[src/rtl/mem_access_unit.sv]
// Load/store bus adapter: aligns sub-word accesses onto a 32-bit word bus,
// extends load data, and aborts stalled transfers with a 16-cycle watchdog.
module mem_access_unit (
  input  logic        clk,
  input  logic        reset,
  input  logic        Start,
  input  logic [31:0] ALUResult,
  input  logic [31:0] WriteData,
  input  logic        MemRead,
  input  logic        MemWrite,
  input  logic [1:0]  Size,
  input  logic        Unsigned,
  output logic        mem_req,
  output logic        mem_we,
  output logic [31:0] mem_addr,
  output logic [3:0]  mem_be,
  output logic [31:0] mem_wdata,
  input  logic        mem_ready,
  input  logic [31:0] mem_rdata,
  output logic [31:0] ReadData,
  output logic        Busy,
  output logic        Done,
  output logic        AddrErr,
  output logic        BusErr
);

  typedef enum logic [1:0] {IDLE, ACCESS, DONE} state_t;

  state_t      state_reg, state_next;
  logic [31:0] addr_reg;
  logic [31:0] wdata_reg;
  logic [1:0]  size_reg;
  logic        unsigned_reg;
  logic        read_reg;
  logic        write_reg;
  logic [3:0]  wdog_reg;
  logic [31:0] read_data_reg;
  logic        addr_err_reg;
  logic        bus_err_reg;

  logic        req_any;
  logic        illegal;
  logic        in_access;
  logic        wdog_expired;
  logic [7:0]  byte_sel;
  logic [15:0] half_sel;
  logic [31:0] load_value;
  logic [3:0]  be_value;
  logic [31:0] wdata_value;

  assign req_any = MemRead | MemWrite;
  assign illegal = (Size == 2'b11)
                 | (MemRead & MemWrite)
                 | ((Size == 2'b01) & ALUResult[0])
                 | ((Size == 2'b10) & (ALUResult[1:0] != 2'b00));

  assign in_access    = (state_reg == ACCESS);
  assign wdog_expired = (wdog_reg == 4'd15);

  always_ff @(posedge clk or posedge reset) begin
    if (reset) begin
      state_reg <= IDLE;
    end else begin
      state_reg <= state_next;
    end
  end

  always_comb begin
    state_next = state_reg;
    case (state_reg)
      IDLE: begin
        if (Start) begin
          // A request with no direction completes immediately without error.
          state_next = (req_any && !illegal) ? ACCESS : DONE;
        end
      end
      ACCESS: begin
        if (mem_ready || wdog_expired) begin
          state_next = DONE;
        end
      end
      DONE:    state_next = IDLE;
      default: state_next = IDLE;
    endcase
  end

  always_comb begin
    case (addr_reg[1:0])
      2'd0:    byte_sel = mem_rdata[7:0];
      2'd1:    byte_sel = mem_rdata[15:8];
      2'd2:    byte_sel = mem_rdata[23:16];
      default: byte_sel = mem_rdata[31:24];
    endcase
    half_sel = addr_reg[1] ? mem_rdata[31:16] : mem_rdata[15:0];
    case (size_reg)
      2'b00:   load_value = {{24{~unsigned_reg & byte_sel[7]}}, byte_sel};
      2'b01:   load_value = {{16{~unsigned_reg & half_sel[15]}}, half_sel};
      default: load_value = mem_rdata;
    endcase
  end

  always_comb begin
    case (size_reg)
      2'b00: begin
        be_value    = 4'b0001 << addr_reg[1:0];
        wdata_value = {4{wdata_reg[7:0]}};
      end
      2'b01: begin
        be_value    = addr_reg[1] ? 4'b1100 : 4'b0011;
        wdata_value = {2{wdata_reg[15:0]}};
      end
      default: begin
        be_value    = 4'b1111;
        wdata_value = wdata_reg;
      end
    endcase
  end

  always_ff @(posedge clk or posedge reset) begin
    if (reset) begin
      addr_reg      <= '0;
      wdata_reg     <= '0;
      size_reg      <= '0;
      unsigned_reg  <= 1'b0;
      read_reg      <= 1'b0;
      write_reg     <= 1'b0;
      wdog_reg      <= '0;
      read_data_reg <= '0;
      addr_err_reg  <= 1'b0;
      bus_err_reg   <= 1'b0;
    end else begin
      case (state_reg)
        IDLE: begin
          if (Start) begin
            addr_reg      <= ALUResult;
            wdata_reg     <= WriteData;
            size_reg      <= Size;
            unsigned_reg  <= Unsigned;
            read_reg      <= MemRead;
            write_reg     <= MemWrite;
            wdog_reg      <= '0;
            read_data_reg <= '0;
            addr_err_reg  <= req_any & illegal;
            bus_err_reg   <= 1'b0;
          end
        end
        ACCESS: begin
          // A ready arriving on the final watchdog cycle still wins.
          if (mem_ready) begin
            if (read_reg) begin
              read_data_reg <= load_value;
            end
          end else if (wdog_expired) begin
            bus_err_reg <= 1'b1;
          end else begin
            wdog_reg <= wdog_reg + 4'd1;
          end
        end
        default: ;
      endcase
    end
  end

  assign mem_req   = in_access;
  assign mem_we    = in_access & write_reg;
  assign mem_addr  = in_access ? {addr_reg[31:2], 2'b00} : 32'd0;
  assign mem_be    = in_access ? be_value : 4'b0000;
  assign mem_wdata = in_access ? wdata_value : 32'd0;
  assign ReadData  = read_data_reg;
  assign Busy      = (state_reg != IDLE);
  assign Done      = (state_reg == DONE);
  assign AddrErr   = addr_err_reg;
  assign BusErr    = bus_err_reg;

endmodule

[config.mk]
export PLATFORM = sky130hd
export DESIGN_NAME = mem_access_unit
export DESIGN_NICKNAME = d
export VERILOG_FILES = /design/src/rtl/mem_access_unit.sv
export SDC_FILE = /design/constraint.sdc
export NUM_CORES = 1
export LEC_CHECK = 0
export BUFFER_PORTS_ARGS = -buffer_cell sky130_fd_sc_hd__buf_2
export CAP_MARGIN = 20
export CELL_PAD_IN_SITES_DETAIL_PLACEMENT = 1
export CELL_PAD_IN_SITES_GLOBAL_PLACEMENT = 2
export CORE_MARGIN = 2
export CORE_UTILIZATION = 27
export CTS_BUF_LIST = sky130_fd_sc_hd__clkbuf_16
export DETAILED_ROUTE_END_ITERATION = 7
export PLACE_DENSITY_LB_ADDON = 0.25
export SETUP_SLACK_MARGIN = 0.2
export SLEW_MARGIN = 20
export SYNTH_ARGS = -nofsm -noshare
export SYNTH_HDL_FRONTEND = slang
export SYNTH_SLANG_ARGS = --single-unit
[constraint.sdc]
create_clock -name clk -period 4.38 [get_ports clk]
set_input_delay 0.438 -clock clk [delete_from_list [all_inputs] [get_ports clk]]
set_output_delay 0.438 -clock clk [all_outputs]
set_load 0.005 [all_outputs]
==> After elaboration in Yosys (flattened, before gate mapping) <==
Cells that the tools add are included.
{ "classes": {"addsub": 1, "eq_ne": 16, "n_shift": 1, "mux": 25, "bitwise_logic": 12, "reduce_logical": 14} }
{ "ops": {"columns": ["operator", "n"], "rows": [
  ["32-bit one-hot mux with 2 select lines", 3],
  ["32-bit two-way mux", 5],
  ["8-bit one-hot mux with 3 select lines", 1],
  ["4-bit two-way mux", 5],
  ["16-bit two-way mux", 1],
  ["4-bit one-hot mux with 2 select lines", 2],
  ["4-bit AND reduction", 3],
  ["2-bit inequality test, second input constant", 5],
  ["2-bit by 1-bit equality test with 1-bit output, second input constant", 4],
  ["2-bit equality test, second input constant", 4],
  ["1-bit bitwise AND", 7],
  ["2-bit zero test", 3],
  ["2-bit two-way mux", 3],
  ["2-bit nonzero test", 3],
  ["4-bit by 1-bit adder with 4-bit output, second input constant", 1],
  ["4-bit equality test, second input constant", 1],
  ["2-bit by 1-bit inequality test with 1-bit output, second input constant", 2],
  ["1-bit OR", 4],
  ["2-bit one-hot mux with 2 select lines", 1],
  ["2-bit AND reduction", 2],
  ["1-bit by 2-bit << shifter with 4-bit output, first input constant", 1],
  ["1-bit two-way mux", 3],
  ["1-bit one-hot mux with 2 select lines", 1],
  ["1-bit logical AND", 1],
  ["3 further kinds", 3]
]} }
{ "totals": {"register_bits": 109, "inputBits": 105, "output_inout_bits": 106} }

==> Logic depth before layout (Yosys ltp) <==
Gate-level depths: netlist of run 1.
{ "logic_depth": {"depth_word": 9, "mapped_depth": 6, "mapped_depth_nobuf": 5} }

==> Worst setup path before layout of run 1 <==
Ideal clock, no wire load.
{ "synth_path": {"path_type": "register to output", "from": "register size_reg[0]", "to": "output port mem_wdata[26]", "arrival_time_ns": 1.321, "path_slack_ns": 2.621, "stages_incl_launch_ff": 7, "n_path_buf": 2, "cell_sequence": "dfrtp_1 -> buf_2 -> buf_1 -> mux2i_1 -> nor2_1 -> a21oi_1 -> nor2_1"} }
{ "synth_between": {"elab_chain_cells": 3, "word_cells_on_any_way": 4} }
{ "synth_lines": {"columns": ["item", "line_no", "source"], "rows": [
  ["from (decl)", "32", "logic [1:0] size_reg;"],
  ["from (signal assigned)", "137", "size_reg <= Size;"],
  ["2-bit by 1-bit equality test with 1-bit output / 2-bit zero test (equally long branches)", "103", "case (size_reg)"],
  ["32-bit one-hot mux with 2 select lines *", "103", null],
  ["32-bit two-way mux *", "168", "assign mem_wdata = in_access ? wdata_value : 32'd0;"],
  ["to (decl)", "17", "output logic [31:0] mem_wdata,"]
]} }
Every way passes the cells marked *; elsewhere a longest branch is shown, timed or not.

==> Worst setup path after layout of run 1 <==
{ "layout_path": {"from": "register size_reg[1]", "to": "register read_data_reg[19] (netlist: ReadData[19])"} }
{ "layout_between": {"elab_chain_cells": 5, "word_cells_on_any_way": 6} }
{ "layout_lines": {"columns": ["item", "line_no", "source"], "rows": [
  ["2-bit by 1-bit equality test with 1-bit output / 2-bit zero test (equally long branches)", "95", "case (size_reg)"],
  ["32-bit one-hot mux with 2 select lines *", "95", null],
  ["32-bit two-way mux *", "150", "if (read_reg) begin"],
  ["32-bit two-way mux *", "149", "if (mem_ready) begin"],
  ["32-bit one-hot mux with 2 select lines *", "132", "case (state_reg)"],
  ["to (signal assigned)", "151", "read_data_reg <= load_value;"],
  ["to (decl)", "37", "logic [31:0] read_data_reg;"]
]} }
Every way passes the cells marked *; elsewhere a longest branch is shown, timed or not. The select of a mux whose other input is x is not followed.
A chain may end at the register's enable or synchronous reset.

==> impl_metrics.tcl, run 1 <==
set metrics [dict create \
    cap_viol_max_count 0 \
    synth_fa_ha_area_share_pct 0.230 \
    globalRouteOverflowTotal 0 \
    reg2reg_to "ReadData[19]" \
    portBuffers 208 \
    grt_max_degree 52 \
    cts_setup_buffers 0 \
    tns_ps 0 \
    fin_skew_ps 6.69 \
    critPathMaxFanout 47 \
    synth_compound_area_share_pct 13.5 \
    place_inst 1080 \
    setup_violations 0 \
    final_cell_mix "nand2_1 (254), buf_2 (208), dfrtp_1 (108)" \
    synth_xor_area_share_pct 0.161 \
    synth_top_family_by_area "simple AND/OR/NAND/NOR gates" \
    cp.required_ps 4670 \
    vias 5236 \
    critical_path.cell_chain "inv_1, nor2_1, a221o_1" \
    stdcell_count 1098 \
    fp.dieH_um 146 \
    ant_nets 0 \
    die-area_um2 21300 \
    period_minus_slack_ps 2740 \
    yosys.area.top_type "dfrtp_1" \
    tightest_slew_ps 1040 \
    place_congestion 0.808 \
    syn_area_um2 5430 \
    drt-pass1-iter-count 4 \
    status "finished, final reports clean" \
    cts_resized 0 \
    initial_core_util_pct 27.7 \
    clk_pin_slew_worst_paths_ps 70 \
    fill_cells 2437 \
    die_w_um 146 \
    dp_slack_ps 1640 \
    mostFrequentLayoutCell "nand2_1" \
    synth_top_area_share_pct 50.2 \
    vias_per_cell 4.77 \
    worstHoldPathType "input pin to asynchronous set/reset pin" \
    cts_root_buffer "clkbuf_16" \
    cts_tree "done" \
    startpoint_type "flip-flop" \
    worstSkewPairLatency_ps 350 \
    p_leak_nw 3.83 \
    drv_slew 0 \
    cts_made_buffers 9 \
    worstRegToRegCells 3 \
    drive_gt1_share_pct 28.5 \
    final_nets 932 \
    relSlewSlack_pct 30.4 \
    powerDensity_nw_per_um2 444 \
    path_class "flip-flop to flip-flop" \
    antenna_found_initial 1 \
    clkSinkCount 109 \
    synth_ff_type "dfrtp_1" \
    ctsHoldBuffers 0 \
    yosys.area_share.simple_pct 28.1 \
    syn_inst 648 \
    dp_hpwl_um 14300 \
    grt_pass1_wl_um 31300 \
    synth_area_leaders "dfrtp_1 (50%), nand2_1 (18%), and2_1 (4.6%)" \
    syn-mean-instance-area_um2 8.38 \
    fin_ws_ps 1640 \
    drtIter0Drc 216 \
    ir_drop_mv 0.219 \
    ys_seq_area_share_pct 50.2 \
    ys_types 38 \
    syn_to_final_growth_pct 28.1 \
    crit_path_end_kind "flip-flop" \
    arrival_ps 3020 \
    cts.htree.levels 3 \
    core-area_um2 19600 \
    r2r_start "size_reg[1]" \
    wire_per_inst_um 17.8 \
    hold_viol 0 \
    cpMaxStageDelayCell "dfrtp_2" \
    track_usage_pct 18.4 \
    final.period_utilization_pct 62.5 \
    rsz0062_at_grt "false" \
    ys_ff_latch 109 \
    async_flop_share_pct 100 \
    slowest_delay_ps 1000 \
    synth_mux_area_share_pct 3.68 \
    reg2reg_slack_ps 1640 \
    drc 0 \
    io_pins 211 \
    path_buf_inv 1 \
    cp.depth 3 \
    yosysWarnings 0 \
    cts.path.max_buffers 2 \
    wl_um 19500 \
    cp_top_family "flip-flops" \
    synth_edf_count 0 \
    rows 51 \
    max_freq_mhz 365 \
    grt_pass1_vias 5698 \
]
[stage by stage]
stage               instance area [um2]  utilization [%]  hold slack (ps)  power [mW]
global placement                   6660             34.0              451        2.26
detailed placement                 6660             34.0              458        2.30
finish                             6960             35.5             76.1        3.09
CTS                                6950             35.5             74.8        3.14
global route                       6960             35.5             91.3        3.31
floorplan                          5440                -              437        1.95
[synth_stat cells (2+ instances only)]
master    instances
o21ai_0          15
a21oi_1          37
mux2i_1          20
o211ai_1          2
clkbuf_1         32
and3_1            2
a31oi_1           8
nand3_1           6
and2_1           40
inv_1             4
buf_2             5
nor3b_1           2
buf_4             3
o21bai_1          2
nor2_1           37
nor2b_1           4
a221o_1          24
dfrtp_1         109
nand2b_1          2
nor3_1            3
nand2_1         255
buf_1             8
a32oi_1          13
[per-layer routing]
| metal | GRT usage, % | wire [um] | vias to the layer above |
|---|---|---|---|
| met5 | 0 | 0 | - |
| met2 | 30.8 | 9330 | 169 |
| met3 | 4.73 | 1110 | 12 |
| met1 | 23.8 | 8910 | 2554 |
| li1 | - | - | 2501 |
| met4 | 4.71 | 153 | 0 |
[logic make-up (layout without fill, tap and decap cells)]
family / count (synthesis) / in the layout
muxes: 20 / 20
AOI/OAI and AO/OA: 103 / 103
xor gates and xnor gates: 1 / 1
buffers and inverters: 53 / 235
adders and majority gates: 1 / 1
DFF: 109 / 109
other: 1 / 4
and+or+nand+nor: 360 / 360
[how the worst max path moves through the flow]
stage	start	end	slack, ps
2_1_floorplan	reset	AddrErr	1070
3_3_place_gp	size_reg[1]	mem_wdata[8]	1760
3_5_place_dp	size_reg[1]	mem_wdata[8]	1640
4_1_cts	size_reg[1]	mem_wdata[8]	1280
5_1_grt	size_reg[1]	ReadData[19]	1410
6_report	size_reg[1]	ReadData[19]	1640
[where the power goes]
part | internal [mW] | total [mW] | switching (mW)
sequential | 1.22 | 1.45 | 0.238
clock | 0.441 | 0.823 | 0.382
combinational | 0.324 | 0.810 | 0.487
total | 1.98 | 3.09 | 1.11
[worst register-to-register path: cells and delay by family (launching register included)]
family	cells	cell delay [ps]
and+or+nand+nor	1	910
DFF	1	1000
AOI/OAI and AO/OA	1	290
buffers and inverters	1	470
[cell type report]
type	instances	area [um2]	share of cell area, %
clock buffer	9	225	3.24
clock inverter	7	67.6	0.971
inverter	4	17.5	0.252
timing repair buffer	215	1090	15.7
tap	265	332	4.76
sequential	109	2730	39.2
antenna	2	5.00	0.0719
multi-input combinational	487	2490	35.8
Power figures use the tool's default switching activity.
==> inputs of run 2 (changes only) <==
- CORE_UTILIZATION: 27 -> 25
- clock period: 4.38 -> 2.5 ns (I/O delays scaled with it)
==> run 2 against run 1 <==
Effect of this change:
- total power rose by 78%
- non-clock buffer count rose by 9
- final area rose by 1.9%
- wire length rose by 2.7%
- first-iteration DRC count fell by 13%
- die area rose by 7.8%
- highest routed layer is now met5
- setup slack got worse by 1300 ps
- via count rose by 1.2%
- final cell count rose by 1.9%
- global-route usage fell by 0.74 points
- clock skew rose by 9.9 ps
==> impl_metrics.tcl, run 2 (same netlist as run 1, synthesis figures left out) <==
set metrics [dict create \
    status "finished, final reports clean" \
    switching_share_pct 37.2 \
    stdcell_count 1119 \
    dp_hpwl_um 14500 \
    rsz0062_at_grt "false" \
    die-area_um2 22900 \
    seqPwrFrac_pct 44.6 \
    fill_cells 2548 \
    p_total_mw 5.49 \
    cts_tree "done" \
    cap_viol_max_count 0 \
    cp.required_ps 2250 \
    portBuffers 208 \
    ir_drop_mv 0.332 \
    drive_gt1_share_pct 29.7 \
    globalRouteOverflowTotal 0 \
    wire_per_inst_um 17.9 \
    drc 0 \
    hold_viol 0 \
    clkSinkCount 109 \
    relSlewSlack_pct 46.1 \
    mostFrequentLayoutCell "nand2_1" \
    cts_root_buffer "clkbuf_16" \
    grt_pass1_vias 5550 \
    grt_pass1_wl_um 30900 \
    powerDensity_nw_per_um2 775 \
    setup_violations 0 \
    drt-pass1-iter-count 4 \
    place_inst 1099 \
    core-area_um2 21200 \
    fin_skew_ps 16.6 \
    worstHoldPathType "input pin to asynchronous set/reset pin" \
    grt_max_degree 75 \
    comb_power_share_pct 29.1 \
    final_nets 941 \
    vias 5300 \
    place_congestion 0.813 \
    max_freq_mhz 472 \
    tightest_slew_ps 802 \
    switchingPower_mw 2.04 \
    path_class "flip-flop to primary output" \
    initial_core_util_pct 25.7 \
    cts.path.max_buffers 2 \
    ant_nets 0 \
    die_w_um 151 \
    cts_setup_buffers 0 \
    cts_made_buffers 9 \
    cts.htree.levels 3 \
    final.period_utilization_pct 84.8 \
    tns_ps 0 \
    clockPowerShare_pct 26.3 \
    ctsHoldBuffers 0 \
    postPlaceCellArea_um2 6790 \
    vias_per_cell 4.74 \
    startpoint_type "flip-flop" \
    track_usage_pct 17.7 \
    arrival_ps 1870 \
    wl_um 20000 \
    worstSkewPairLatency_ps 370 \
    period_minus_slack_ps 2120 \
    stdcell_area_um2 7090 \
    clk_pin_slew_worst_paths_ps 90 \
    crit_path_end_kind "primary output" \
    rows 53 \
    critPathMaxFanout 12 \
    drv_slew 0 \
    p_int_mw 3.45 \
    io_pins 211 \
    final_cell_mix "nand2_1 (254), buf_2 (208), dfrtp_1 (108)" \
    fp.dieH_um 151 \
    drtIter0Drc 187 \
    p_leak_nw 3.88 \
    syn_to_final_growth_pct 30.6 \
    antenna_found_initial 5 \
]
-- run 2: cell count changes in the layout (fill, tap and decap cells not counted), sizes merged --
cell / previous run / this run
buf: 215 / 224
bufinv: 1 / 0
clkinv: 4 / 1
clkinvlp: 1 / 2
diode: 2 / 5
inv: 5 / 7
-- run 2: cell type report --
| type | instances | area (um2) | area share [%] |
|---|---|---|---|
| well taps | 275 | 344 | 4.85 |
| inverters | 4 | 18.8 | 0.265 |
| clock inverters | 6 | 56.3 | 0.794 |
| flip-flops and latches | 109 | 2730 | 38.5 |
| diodes | 5 | 12.5 | 0.176 |
| multi-input cells | 487 | 2500 | 35.2 |
| clock buffers | 9 | 225 | 3.18 |
| repair buffers | 224 | 1210 | 17.1 |
-- run 2: path summary, 6_finish.rpt --
kind / from / endpoint / slack (ps) / cells after the start
max: size_reg[0] / mem_wdata[31] / 380 / 6
min reg2reg: addr_reg[16] / addr_reg[16] / 470 / 2
max in group asynchronous: reset / size_reg[1] / 1810 / 3
min in group clk: WriteData[23] / wdata_reg[23] / 70 / 3
max reg2reg: size_reg[1] / ReadData[12] / 470 / 4
min: reset / addr_reg[29] / 20 / 2
-- run 2: critical path: stages, from the launching register on --
cell and delay (ps):
dfrtp_1 550, buf_4 290, mux2i_1 220, nor2_1 50
a21oi_1 170, nor2_1 70, buf_2 140
-- run 2: per-stage QoR --
step	utilization [%]	setup WS (ps)	hold slack, ps
after floorplan	-	783	355
after global placement	32.1	578	430
after detailed placement	32.1	428	440
after CTS	33.4	297	42.3
after global routing	33.5	214	59.5
final	33.5	379	20.8
-- run 2: power by group through the flow --
stage	registers (mW)	logic, mW	clock network (mW)
after floorplan	2.34	1.08	0
after global placement	2.46	1.58	0
after detailed placement	2.48	1.62	0
after CTS	2.45	1.63	1.50
after global routing	2.52	1.82	1.56
final	2.45	1.60	1.44
-- run 2: repair_timing --
| action | CTS | global route |
|---|---|---|
| resized for setup | 1 | 1 |
| setup endpoints to repair | 2 | 1 |
| pin swaps | 0 | 0 |
-- run 2: routing by layer --
| layer | GRT usage [%] | wire [um] | vias up |
|---|---|---|---|
| li1 | - | - | 2524 |
| met3 | 5.63 | 1530 | 24 |
| met1 | 22.8 | 8850 | 2565 |
| met4 | 5.19 | 367 | 2 |
| met5 | 0 | 7 | - |
| met2 | 28.3 | 9270 | 185 |
==> inputs of run 3 (changes only) <==
- clock period: 2.5 -> 1.93 ns (I/O delays scaled with it)
==> run 3 against run 2 <==
Effect of this change:
- sequential share of layout area is 2.7 points lower
- via count is 1.8% higher
- hold slack worse by 7.0 ps
- final cell count is 3.2% higher
- total power is 39% higher
- wire length is 5.7% higher
- utilization is 2.5 points higher
- final area is 7.6% higher
- sequential cell count stayed put
- die area stayed put
- non-clock buffer count is 38 higher
- clock skew is 6.8 ps lower
- highest routed layer unchanged
==> impl_metrics.tcl, run 3 (same netlist as run 1, synthesis figures left out) <==
set metrics [dict create \
    crit_path_end_kind "flip-flop" \
    die-area_um2 22900 \
    dp_hpwl_um 14400 \
    stdcell_area_um2 7630 \
    met2_usage_pct 29.6 \
    antenna_found_initial 5 \
    fp.dieH_um 151 \
    met3_usage_pct 4.88 \
    critPathMaxFanout 16 \
    fill_cells 2571 \
    whs_ps 13.8 \
    globalRouteOverflowTotal 0 \
    wire_per_inst_um 18.3 \
    switchingPower_mw 2.73 \
    rsz0062_at_grt "true" \
    worstSkewPairLatency_ps 360 \
    grt_util_met1_pct 23.9 \
    cts_made_buffers 9 \
    fin_ws_ps 145 \
    place_inst 1111 \
    p_leak_nw 4.14 \
    core-area_um2 21200 \
    final_nets 979 \
    busiest_layer "met2" \
    multi_input_area_um2 2580 \
    seqPwrFrac_pct 40.9 \
    utilization_pct 36.1 \
    cts_tree "done" \
    cap_viol_max_count 0 \
    p_total_mw 7.65 \
    cts_root_buffer "clkbuf_16" \
    cp.required_ps 2220 \
    tns_ps 0 \
    grt_max_degree 75 \
    period_minus_slack_ps 1780 \
    drive_gt1_share_pct 35.0 \
    powerDensity_nw_per_um2 1000 \
    p_int_mw 4.92 \
    track_usage_pct 18.2 \
    startpoint_type "flip-flop" \
    cts.path.max_buffers 2 \
    io_pins 211 \
    switching_share_pct 35.7 \
    drtIter0Drc 176 \
    comb_power_share_pct 33.6 \
    clockPowerShare_pct 25.5 \
    mostFrequentLayoutCell "nand2_1" \
    cts.htree.levels 3 \
    final.period_utilization_pct 92.5 \
    dp_slack_ps 0.824 \
    arrival_ps 2080 \
    hold_viol 0 \
    ir_drop_mv 0.482 \
    worstHoldPathType "input pin to flip-flop" \
    grt_pass1_wl_um 31600 \
    syn_to_final_growth_pct 40.5 \
    ant_nets 0 \
    place_congestion 0.789 \
    initial_core_util_pct 25.7 \
    wl_um 21200 \
    rows 53 \
    tightest_slew_ps 584 \
    status "finished, final reports clean" \
    die_w_um 151 \
    grt_pass1_vias 5629 \
    final_cell_mix "nand2_1 (250), buf_2 (208), dfrtp_1 (105)" \
    fin_skew_ps 9.79 \
    postPlaceCellArea_um2 6870 \
    clk_pin_slew_worst_paths_ps 80 \
    setup_violations 0 \
    relSlewSlack_pct 61.0 \
    vias_per_cell 4.67 \
    max_freq_mhz 560 \
    drv_slew 0 \
    vias 5396 \
    worstRegToRegCells 5 \
    drt-pass1-iter-count 4 \
    portBuffers 208 \
    stdcell_count 1155 \
    drc 0 \
    holdPathStages 3 \
    path_class "flip-flop to flip-flop" \
    clkSinkCount 109 \
    regArea_um2 2730 \
]
run 3: worst max-delay path, stage by stage (launching register included):
cell       delay (ps)
dfrtp_2           470
buf_4             160
or3_4             380
a2111oi_4         390
buf_12            190
a221o_1           130
run 3: routing by layer:
layer	vias to the layer above	wire, um
li1	2598	-
met5	-	25
met2	158	10000
met1	2613	9420
met3	23	1410
met4	4	274
run 3: what timing repair did:
| item | CTS | global route |
|---|---|---|
| gates resized for setup | 23 | 28 |
| endpoints found under the setup margin | 91 | 92 |
| cloned | 2 | 3 |
| hold buffers | 1 | 0 |
| pin swaps | 1 | 5 |
| hold endpoints to repair | 26 | 0 |
| buffers inserted | 9 | 11 |
run 3: path summary, 6_finish.rpt:
kind                          startpoint            to  slack (ps)
min                        ALUResult[18]  addr_reg[18]          10
max in group asynchronous          reset   size_reg[0]         920
max reg2reg                  size_reg[0]  ReadData[31]         150
max                          size_reg[0]  ReadData[31]         150
min in group asynchronous          reset  ReadData[14]         490
min reg2reg                 addr_reg[31]  addr_reg[31]         470
run 3: power by group through the flow:
| stage | Combinational, mW | Clock (mW) | Sequential (mW) |
|---|---|---|---|
| after floorplan | 1.40 | 0 | 3.03 |
| after global placement | 2.12 | 0 | 3.15 |
| after detailed placement | 2.18 | 0 | 3.19 |
| after CTS | 2.36 | 2.01 | 3.12 |
| after global routing | 2.88 | 2.13 | 3.20 |
| final | 2.57 | 1.95 | 3.13 |
run 3: layout make-up:
| class | instances | share of cell area [%] |
|---|---|---|
| clock buffers | 9 | 2.95 |
| diodes | 2 | 0.0656 |
| flip-flops and latches | 109 | 35.8 |
| multi-input cells | 487 | 33.8 |
| repair buffers | 262 | 21.6 |
| well taps | 275 | 4.51 |
| inverters | 4 | 0.246 |
| clock inverters | 7 | 0.967 |
